[src/rtl/pattern_uart_pkg.sv]
`default_nettype none
// ============================================================================
// Module      : pattern_uart_pkg
// Description : Shared types and constants for the pattern UART transmitter.
// Revision    : 1.0 - initial release
// ============================================================================
package pattern_uart_pkg;

  // Transmitter frame states
  typedef enum logic [1:0] {
    IDLE  = 2'd0,
    START = 2'd1,
    DATA  = 2'd2,
    STOP  = 2'd3
  } state_t;

  localparam int DATA_BITS            = 8;
  localparam int DEFAULT_CLKS_PER_BIT = 50;

endpackage : pattern_uart_pkg
`default_nettype wire

[src/rtl/pattern_uart_tx_if.sv]
`default_nettype none
// ============================================================================
// Module      : pattern_uart_tx_if
// Description : Pattern bus in, UART line and status out.
// Revision    : 1.0 - initial release
// ============================================================================
interface pattern_uart_tx_if;
  import pattern_uart_pkg::*;

  logic [DATA_BITS-1:0] pat_in;
  logic                 tx;
  logic                 busy;
  logic                 overrun;

  // Pattern source / UART observer side
  modport master (output pat_in, input tx, input busy, input overrun);
  // Transmitter side
  modport slave  (input pat_in, output tx, output busy, output overrun);

endinterface : pattern_uart_tx_if
`default_nettype wire

[src/rtl/pattern_uart_tx_baud_tick.sv]
`default_nettype none
// ============================================================================
// Module      : baud_tick
// Description : Bit-period counter; tick is high on the last cycle of a bit.
// Revision    : 1.0 - initial release
// ============================================================================
module baud_tick #(
  parameter int CLKS_PER_BIT = 50
) (
  input  wire logic clk,
  input  wire logic rst,
  input  wire logic clear,
  output logic      tick
);

  localparam int CNT_W = $clog2(CLKS_PER_BIT);
  localparam logic [CNT_W-1:0] LAST = CNT_W'(CLKS_PER_BIT - 1);

  logic [CNT_W-1:0] baud_cnt;

  assign tick = (baud_cnt == LAST);

  // Count 0..CLKS_PER_BIT-1 and wrap; held at zero while cleared
  always_ff @(posedge clk) begin
    if (rst || clear) begin
      baud_cnt <= '0;
    end else if (tick) begin
      baud_cnt <= '0;
    end else begin
      baud_cnt <= baud_cnt + 1'b1;
    end
  end

endmodule : baud_tick
`default_nettype wire

[src/rtl/pattern_uart_tx.sv]
`default_nettype none
// ============================================================================
// Module      : pattern_uart_tx
// Description : Serialises every change of the LED pattern bus as an 8N1
//               UART frame, with a one-deep pending buffer and sticky overrun.
// Revision    : 1.0 - initial release
// ============================================================================
module pattern_uart_tx
  import pattern_uart_pkg::*;
#(
  parameter int CLKS_PER_BIT = DEFAULT_CLKS_PER_BIT
) (
  input  wire logic          clk,
  input  wire logic          rst,
  pattern_uart_tx_if.slave   bus
);

  localparam int BIT_W = $clog2(DATA_BITS);
  localparam logic [BIT_W-1:0] LAST_BIT = BIT_W'(DATA_BITS - 1);

  state_t               state;
  logic [DATA_BITS-1:0] pat_q;
  logic [DATA_BITS-1:0] shift;
  logic [DATA_BITS-1:0] pend_data;
  logic                 pend_vld;
  logic [BIT_W-1:0]     bit_cnt;

  logic tick;
  logic baud_clear;
  logic change;
  logic frame_end;
  logic consumed;
  logic direct;
  logic capture;

  assign change     = (bus.pat_in != pat_q);
  assign baud_clear = (state == IDLE);
  assign frame_end  = (state == STOP) && tick;
  // Pending entry leaves for the next frame at this edge
  assign consumed   = frame_end && pend_vld;
  // Frame end with nothing pending: a change goes straight to the shifter
  assign direct     = frame_end && !pend_vld;
  assign capture    = (state != IDLE) && change && !direct;

  baud_tick #(
    .CLKS_PER_BIT (CLKS_PER_BIT)
  ) u_baud_tick (
    .clk   (clk),
    .rst   (rst),
    .clear (baud_clear),
    .tick  (tick)
  );

  // Change detect, frame FSM with registered tx/busy, pending buffer
  always_ff @(posedge clk) begin
    if (rst) begin
      state       <= IDLE;
      pat_q       <= '0;
      shift       <= '0;
      pend_data   <= '0;
      pend_vld    <= 1'b0;
      bit_cnt     <= '0;
      bus.tx      <= 1'b1;
      bus.busy    <= 1'b0;
      bus.overrun <= 1'b0;
    end else begin
      pat_q <= bus.pat_in;

      case (state)
        IDLE: begin
          bus.tx <= 1'b1;
          if (change) begin
            shift    <= bus.pat_in;
            bit_cnt  <= '0;
            state    <= START;
            bus.tx   <= 1'b0;
            bus.busy <= 1'b1;
          end
        end
        START: begin
          if (tick) begin
            state  <= DATA;
            bus.tx <= shift[0];
          end
        end
        DATA: begin
          if (tick) begin
            if (bit_cnt == LAST_BIT) begin
              state  <= STOP;
              bus.tx <= 1'b1;
            end else begin
              // tx follows the bit that becomes shift[0] after this shift
              shift   <= shift >> 1;
              bit_cnt <= bit_cnt + 1'b1;
              bus.tx  <= shift[1];
            end
          end
        end
        STOP: begin
          if (tick) begin
            bit_cnt <= '0;
            if (pend_vld) begin
              shift  <= pend_data;
              state  <= START;
              bus.tx <= 1'b0;
            end else if (change) begin
              shift  <= bus.pat_in;
              state  <= START;
              bus.tx <= 1'b0;
            end else begin
              state    <= IDLE;
              bus.busy <= 1'b0;
              bus.tx   <= 1'b1;
            end
          end
        end
        default: begin
          state <= IDLE;
        end
      endcase

      if (capture) begin
        pend_data <= bus.pat_in;
        pend_vld  <= 1'b1;
        if (pend_vld && !consumed) begin
          bus.overrun <= 1'b1;
        end
      end else if (consumed) begin
        pend_vld <= 1'b0;
      end
    end
  end

endmodule : pattern_uart_tx
`default_nettype wire
[src/flat_wrapper.sv]
// flat-port wrapper written by rule: the top's interface ports become plain ports
module pattern_uart_tx_flat import pattern_uart_pkg::*;
#(
  parameter int CLKS_PER_BIT = DEFAULT_CLKS_PER_BIT
)
  (clk, rst, bus_pat_in, bus_tx, bus_busy, bus_overrun);
  pattern_uart_tx_if bus_i ();
  input  wire logic clk;
  input  wire logic rst;
  input wire logic [$bits(bus_i.pat_in)-1:0] bus_pat_in;
  output wire logic [$bits(bus_i.tx)-1:0] bus_tx;
  output wire logic [$bits(bus_i.busy)-1:0] bus_busy;
  output wire logic [$bits(bus_i.overrun)-1:0] bus_overrun;
  assign bus_i.pat_in = bus_pat_in;
  assign bus_tx = bus_i.tx;
  assign bus_busy = bus_i.busy;
  assign bus_overrun = bus_i.overrun;
  pattern_uart_tx #(.CLKS_PER_BIT(CLKS_PER_BIT)) u_core (.clk(clk), .rst(rst), .bus(bus_i));
endmodule
[config.mk]
export PLATFORM = sky130hd
export DESIGN_NAME = pattern_uart_tx_flat
export DESIGN_NICKNAME = d
export VERILOG_FILES = /design/src/rtl/pattern_uart_pkg.sv /design/src/rtl/pattern_uart_tx_if.sv /design/src/rtl/pattern_uart_tx_baud_tick.sv /design/src/rtl/pattern_uart_tx.sv /design/src/flat_wrapper.sv
export SDC_FILE = /design/constraint.sdc
export NUM_CORES = 1
export LEC_CHECK = 0
export BUFFER_PORTS_ARGS = -buffer_cell sky130_fd_sc_hd__buf_2
export CORE_ASPECT_RATIO = 0.6
export CORE_MARGIN = 2
export CORE_UTILIZATION = 40
export CTS_BUF_LIST = sky130_fd_sc_hd__clkbuf_4
export CTS_CLUSTER_SIZE = 16
export DETAILED_ROUTE_END_ITERATION = 10
export PLACE_DENSITY = 0.61
export SYNTH_ARGS = -nofsm -noshare
export SYNTH_HDL_FRONTEND = slang
export SYNTH_SLANG_ARGS = --single-unit
[constraint.sdc]
create_clock -name clk -period 4.8 [get_ports clk]
set_clock_uncertainty 0.1 [all_clocks]
set_input_delay 0.24 -clock clk [delete_from_list [all_inputs] [get_ports clk]]
set_output_delay 0.24 -clock clk [all_outputs]
set_load 0.005 [all_outputs]
Yosys cells after proc, flatten, opt, wreduce, memory -nomap -nowiden
Index checks and enable logic that the tools add are counted.
{"block": "word_totals", "in_bits": 10, "wordCells": 81, "register_bits": 39, "output_inout_bits": 3}
{"block": "op_classes", "reduce_logical": 22, "add_sub_neg": 2, "eq_ne": 14, "mux": 33}
{"cell": "8-bit two-way mux", "n": 5}
{"cell": "8-bit one-hot mux with 3 select lines", "n": 1}
{"cell": "5-bit AND reduction", "n": 3}
{"cell": "1-bit two-way mux", "n": 13}
{"cell": "2-bit two-way mux", "n": 6}
{"cell": "3-bit two-way mux", "n": 4}
{"cell": "2-bit by 1-bit != test with 1-bit output (second input constant)", "n": 5}
{"cell": "3-bit one-hot mux with 3 select lines", "n": 1}
{"cell": "8-bit != test", "n": 1}
{"cell": "2-bit one-hot mux with 4 select lines", "n": 1}
{"cell": "6-bit by 1-bit adder with 6-bit output (second input constant)", "n": 1}
{"cell": "6-bit equality test (second input constant)", "n": 1}
{"cell": "1-bit logical AND", "n": 6}
{"cell": "2-bit != test (second input constant)", "n": 3}
{"cell": "2-bit nonzero test", "n": 3}
{"cell": "2-bit equality test (second input constant)", "n": 2}
{"cell": "1-bit one-hot mux with 4 select lines", "n": 1}
{"cell": "4-bit AND reduction", "n": 1}
{"cell": "3-bit by 1-bit adder with 3-bit output (second input constant)", "n": 1}
{"cell": "3-bit equality test (second input constant)", "n": 1}
{"cell": "1-bit zero test", "n": 3}
{"cell": "3-bit AND reduction", "n": 1}
{"cell": "3-bit nonzero test", "n": 1}
{"cell": "2-bit by 1-bit equality test with 1-bit output (second input constant)", "n": 1}
{"cell": "other kinds (5)", "n": 5}

Depth between registers and ports, before layout
{"block": "logic_depth", "word_depth": 6, "mapped_depth": 8, "depth_no_buf": 7}

Modules after synthesis
A second synthesis with hierarchy kept.
{"block": "hier_totals", "hier_cells": 218, "hier_area_um2": 2031.9}
{"mod": "pattern_uart_tx", "cells_per_inst": 190, "area_each_um2": 1746.7, "n_inst": 1}
{"mod": "baud_tick", "cells_per_inst": 28, "area_each_um2": 285.3, "n_inst": 1}

Least setup slack after synthesis
No wires, ideal clock.
{"block": "synth_path", "path_kind": "reg2reg", "start": "reg u_core.state[0]", "end": "reg u_core.shift[5]", "t_required_ps": 4612, "setup_time_ps": 88, "period_less_slack_ps": 1874, "path_buffers": 1, "path_stages_with_launch": 7, "path_slack_ps": 2926, "t_arrival_ps": 1686, "path_cell_list": "dfxtp_1 ha_1 buf_2 mux2i_1 and3_4 nor2_4 a311oi_2"}
{"block": "synth_between", "elab_chain_len": 3, "elab_cells_between_ends": 9}
{"element": "from (decl)", "line": "pattern_uart_tx.sv:21", "text": "state_t state;"}
{"element": "from (signal assigned)", "line": "pattern_uart_tx.sv:57", "text": "state <= IDLE;"}
{"element": "from (signal assigned)", "line": "pattern_uart_tx.sv:75", "text": "state <= START;"}
{"element": "from (signal assigned)", "line": "pattern_uart_tx.sv:82", "text": "state <= DATA;"}
{"element": "2-bit equality test / 2-bit zero test (equally long branches)", "line": "pattern_uart_tx.sv:69", "text": "case (state)"}
{"element": "2-bit != test (no line) (tied with other cells)"}
{"element": "4-bit AND reduction (no line)"}
{"element": "to (signal assigned)", "line": "pattern_uart_tx.sv:73", "text": "shift <= bus.pat_in;"}
{"element": "to (signal assigned)", "line": "pattern_uart_tx.sv:93", "text": "shift <= shift >> 1;"}
{"element": "to (signal assigned)", "line": "pattern_uart_tx.sv:103", "text": "shift <= pend_data;"}
{"element": "to (decl)", "line": "pattern_uart_tx.sv:23", "text": "logic [DATA_BITS-1:0] shift;"}
Parallel ways exist; a longest one is shown, timed or not.
A chain may end at the register's enable or synchronous reset.

Final worst setup path
{"block": "layout_path", "start": "reg u_core.pat_q[4]", "end": "reg u_core.pend_vld"}
{"block": "layout_between", "elab_chain_len": 4, "elab_cells_between_ends": 5}
{"element": "from (decl)", "line": "pattern_uart_tx.sv:22", "text": "logic [DATA_BITS-1:0] pat_q;"}
{"element": "from (signal assigned)", "line": "pattern_uart_tx.sv:67", "text": "pat_q <= bus.pat_in;"}
{"element": "8-bit != test *", "line": "pattern_uart_tx.sv:36", "text": "assign change = (bus.pat_in != pat_q);"}
{"element": "1-bit logical AND * (2 in series)", "line": "pattern_uart_tx.sv:43", "text": "assign capture = (state != IDLE) && change && !direct;"}
{"element": "1-bit two-way mux / 2-bit nonzero test (equally long branches)"}
{"element": "to (signal assigned)", "line": "pattern_uart_tx.sv:61", "text": "pend_vld <= 1'b0;"}
{"element": "to (signal assigned)", "line": "pattern_uart_tx.sv:124", "text": "pend_vld <= 1'b1;"}
{"element": "to (signal assigned)", "line": "pattern_uart_tx.sv:129", "text": "pend_vld <= 1'b0;"}
{"element": "to (decl)", "line": "pattern_uart_tx.sv:25", "text": "logic pend_vld;"}
Mark *: on every way between the ends. The rest lies on a longest branch, timed or not.

==> run summary <==
The run finished with clean final reports. The final cell area excluding filler cells is 2220 sq um. The class of the most critical hold timing path is in2reg. The initial antenna violation count is 0.

The clock tree from TritonCTS is yes. The fraction of power consumed by combinational cells came out at 43.6%. The clock group share of total power came out at 17.6%.

The final layout contains 250 nets. The worst slew margin relative to its limit is 37.4%. The clock tree synthesis step divided the H-tree into 2 levels. The number of enable flip-flop cells after synthesis came out at 0.

The number of global-route vias before repair came to 1487. The number of top-level pins is 13. The number of design-rule violations left by the first detailed-router iteration is 91. The number of buffers added by the clock tree synthesis step is 5. The worst setup slack after placement is 2320 ps. The chip width came out at between 90 and 100 um. Clock-pin slew was measured on the worst setup and hold paths at 120 ps. The fraction of met1 tracks used by global routing came out at 26.5%. The post-synthesis cell area is 2060 sq um. The cell internal power dissipation is 0.731 mW. Setup repair after global routing left no endpoint under its margin. The setup total negative slack is 0 ps. The first detailed-routing pass ran for 5 iterations. The total clock sinks came out at 39. Data arrives at the worst endpoint at 2540 ps. The die covers 5760 sq um. The worst-margin pin slew is 940 ps. The peak supply drop is ~0.00023 V. The layout-stage area growth over the synthesis result came out at 7.66%. The core region is 5000 sq um. The part of the Yosys area used for sequential elements came out at 37.9%.

The leading cell type in the layout, fill and taps excluded is dfxtp_1. The antenna diode count came out at 0. The final-report max-slew violation count is 0. After detailed routing, the average wire length per cell comes to 15.2 um. The total global routing overflow is 0. Subtracting the final worst setup slack from the clock period gives roughly 2400 ps. Setup violations remaining at the end of the flow were counted as 0. The count of buffers from port buffering is 12.

For this run, global-route usage on met3 was measured as 3.89%. The power density over cell area is roughly 550 nW/um^2. The number of cells upsized or downsized after cts came out at 0. The largest fanout on the critical path came out at 17. The number of storage elements in the synthesis netlist is 39. The total net switching power came out at 0.498 mW. Global routing used 16.8% of the available tracks. In this run, post-CTS hold repair placed 0 buffers. The mean area per synthesized cell is 9.15 sq um.

The switching part of the total is 40.5%. Counting flops with an async set or reset pin after synthesis yields a share of 0%. The number of design rule violations left after detail routing came out at 0. Buffers added to address setup during post-CTS repair amount to 0. The maximum achievable frequency is about 410 MHz.

Synthesis produced a netlist with a net count of around 240. The initial standard-cell utilization of the core is 41.1%. The pin count of the biggest net entering global routing came out at 36. The clock insertion delay at the later pin of the skew report came out at roughly 340 ps. Across the run, the number of max-cap violations was 0. The unique cell type count in the Yosys netlist is 45. The overall die height came out at 59.6 um. The top cell types in the final layout, fill and taps aside, are dfxtp_1 (39), a21oi_1 (23), nand3_1 (18). The leakage power of the design is roughly 0.81 nW.

The wire length reported by the detailed router is between 4000 and 5000 um. The via density per instance came out at 5.50. STA puts the critical path data required time at 4910 ps. By startpoint and endpoint, the worst setup path is classified as reg2reg. The final estimated routing congestion in global placement came out at 0.836. The number of nets still failing antenna checks after routing came out at 0. In the final layout, the share of cells above drive strength 1 is 19.0%.

In this run the deepest clock path goes through 2 buffers. The area after detailed placement came out at between 2000 and 2500 sq um. The met2 layer usage reported by global route came out at between 20% and 30%. The floorplan has 20 rows.

The tree is rooted in a clkbuf_4. The detailed router placed 1638 vias in this run. The final period utilization is between 50% and 60%. The Yosys warning count came out at 0. The final hold violation count is 0. Synthesis produced 225 cells. Among all flip-flop cells after synthesis, the most frequent one is dfxtp_1.

The total half-perimeter wirelength after legalization and detailed placement came out at 3150 um. Sequential cells account for 38.8% of the total power. The kind of start point of the critical path is a flip-flop. The peak-usage layer in the global routing report is met1. Setup slack on the critical path of the routed design comes to roughly 2400 ps.

The first global-routing pass estimated 7600 um of wire. The worst setup path is captured at a flip-flop.
==> state kept, by name, summed over array words and instances, names as in the netlist <==
name and count:
u_core.bus.overrun 1, u_core.bit_cnt 3, u_core.bus.busy 1, u_core.bus.tx 1, u_core.state 2, u_core.pat_q 8, u_core.shift 8, u_core.pend_data 8
u_core.pend_vld 1, u_core.u_baud_tick.baud_cnt 6
==> synth_stat cells, types with 4 or more instances <==
master | count | area share [%]
a21oi_1 | 23 | 5.6
a21oi_2 | 6 | 2.6
a22oi_1 | 6 | 2.2
a311oi_2 | 6 | 4.4
buf_2 | 4 | 0.97
clkbuf_1 | 8 | 1.5
dfxtp_1 | 39 | 38
ha_1 | 9 | 5.5
inv_1 | 5 | 0.91
nand2_1 | 12 | 2.2
nand3_1 | 18 | 4.4
nor2_1 | 12 | 2.2
nor2b_1 | 9 | 2.7
o21ai_0 | 17 | 4.1
xor2_1 | 10 | 4.3
==> worst paths after layout <==
check / startpoint / endpoint / slack, ps / cells past startpoint
setup / recovery: u_core.pat_q[4] / u_core.pend_vld / 2370 / 5
setup reg to reg: u_core.pat_q[4] / u_core.pend_vld / 2370 / 5
hold reg to reg: u_core.u_baud_tick.baud_cnt[0] / u_core.u_baud_tick.baud_cnt[0] / 380 / 1
hold / removal: bus_pat_in[4] / u_core.pat_q[4] / 60 / 2
==> critical path, stage by stage, from the launching register on <==
cell,delay (ps)
dfxtp_1,330
xor2_1,160
nor4_4,810
a21oi_1,520
o21ai_0,290
a21oi_1,90
==> metal layers <==
metal / wire length, um / vias to the layer above / share of wire [%]
met5: 0 / - / 0
li1: - / 823 / -
met1: 2510 / 762 / 55
met3: 240 / 4 / 5.3
met2: 1740 / 49 / 39
met4: 29 / 0 / 0.64
==> layout make-up <==
class | count | area, sq um
Inverter | 5 | 18.8
Multi-Input combinational cell | 168 | 1200
Timing Repair Buffer | 12 | 60.1
Clock inverter | 3 | 38.8
Clock buffer | 5 | 37.5
Fill cell | 515 | 2790
Sequential cell | 39 | 781
Tap cell | 66 | 82.6
==> per-stage QoR <==
step                power [mW]  hold WS (ps)  std cells  utilization [%]
floorplan                0.904           268        225                -
global placement          1.01           351        290             42.8
detailed placement        1.01           357        290             42.8
CTS                       1.23          60.0        298             44.3
global route              1.33          55.8        298             44.3
finish                    1.23          57.7        298             44.3
==> cell families after synthesis <==
group,share of synthesized area (%)
muxes,0.486
adders and majority gates,5.47
buffers and inverters,3.89
xor gates and xnor gates,5.10
and+or+nand+nor,21.2
AOI/OAI and AO/OA,25.9
DFF,37.9
==> power groups by stage <==
stage / sequential [mW] / combinational, mW / clock (mW)
after floorplan: 0.462 / 0.442 / 0
after global placement: 0.483 / 0.524 / 0
after detailed placement: 0.482 / 0.529 / 0
after CTS: 0.475 / 0.532 / 0.222
after global routing: 0.486 / 0.602 / 0.237
final: 0.476 / 0.536 / 0.217
Power figures use the tool's default switching activity.
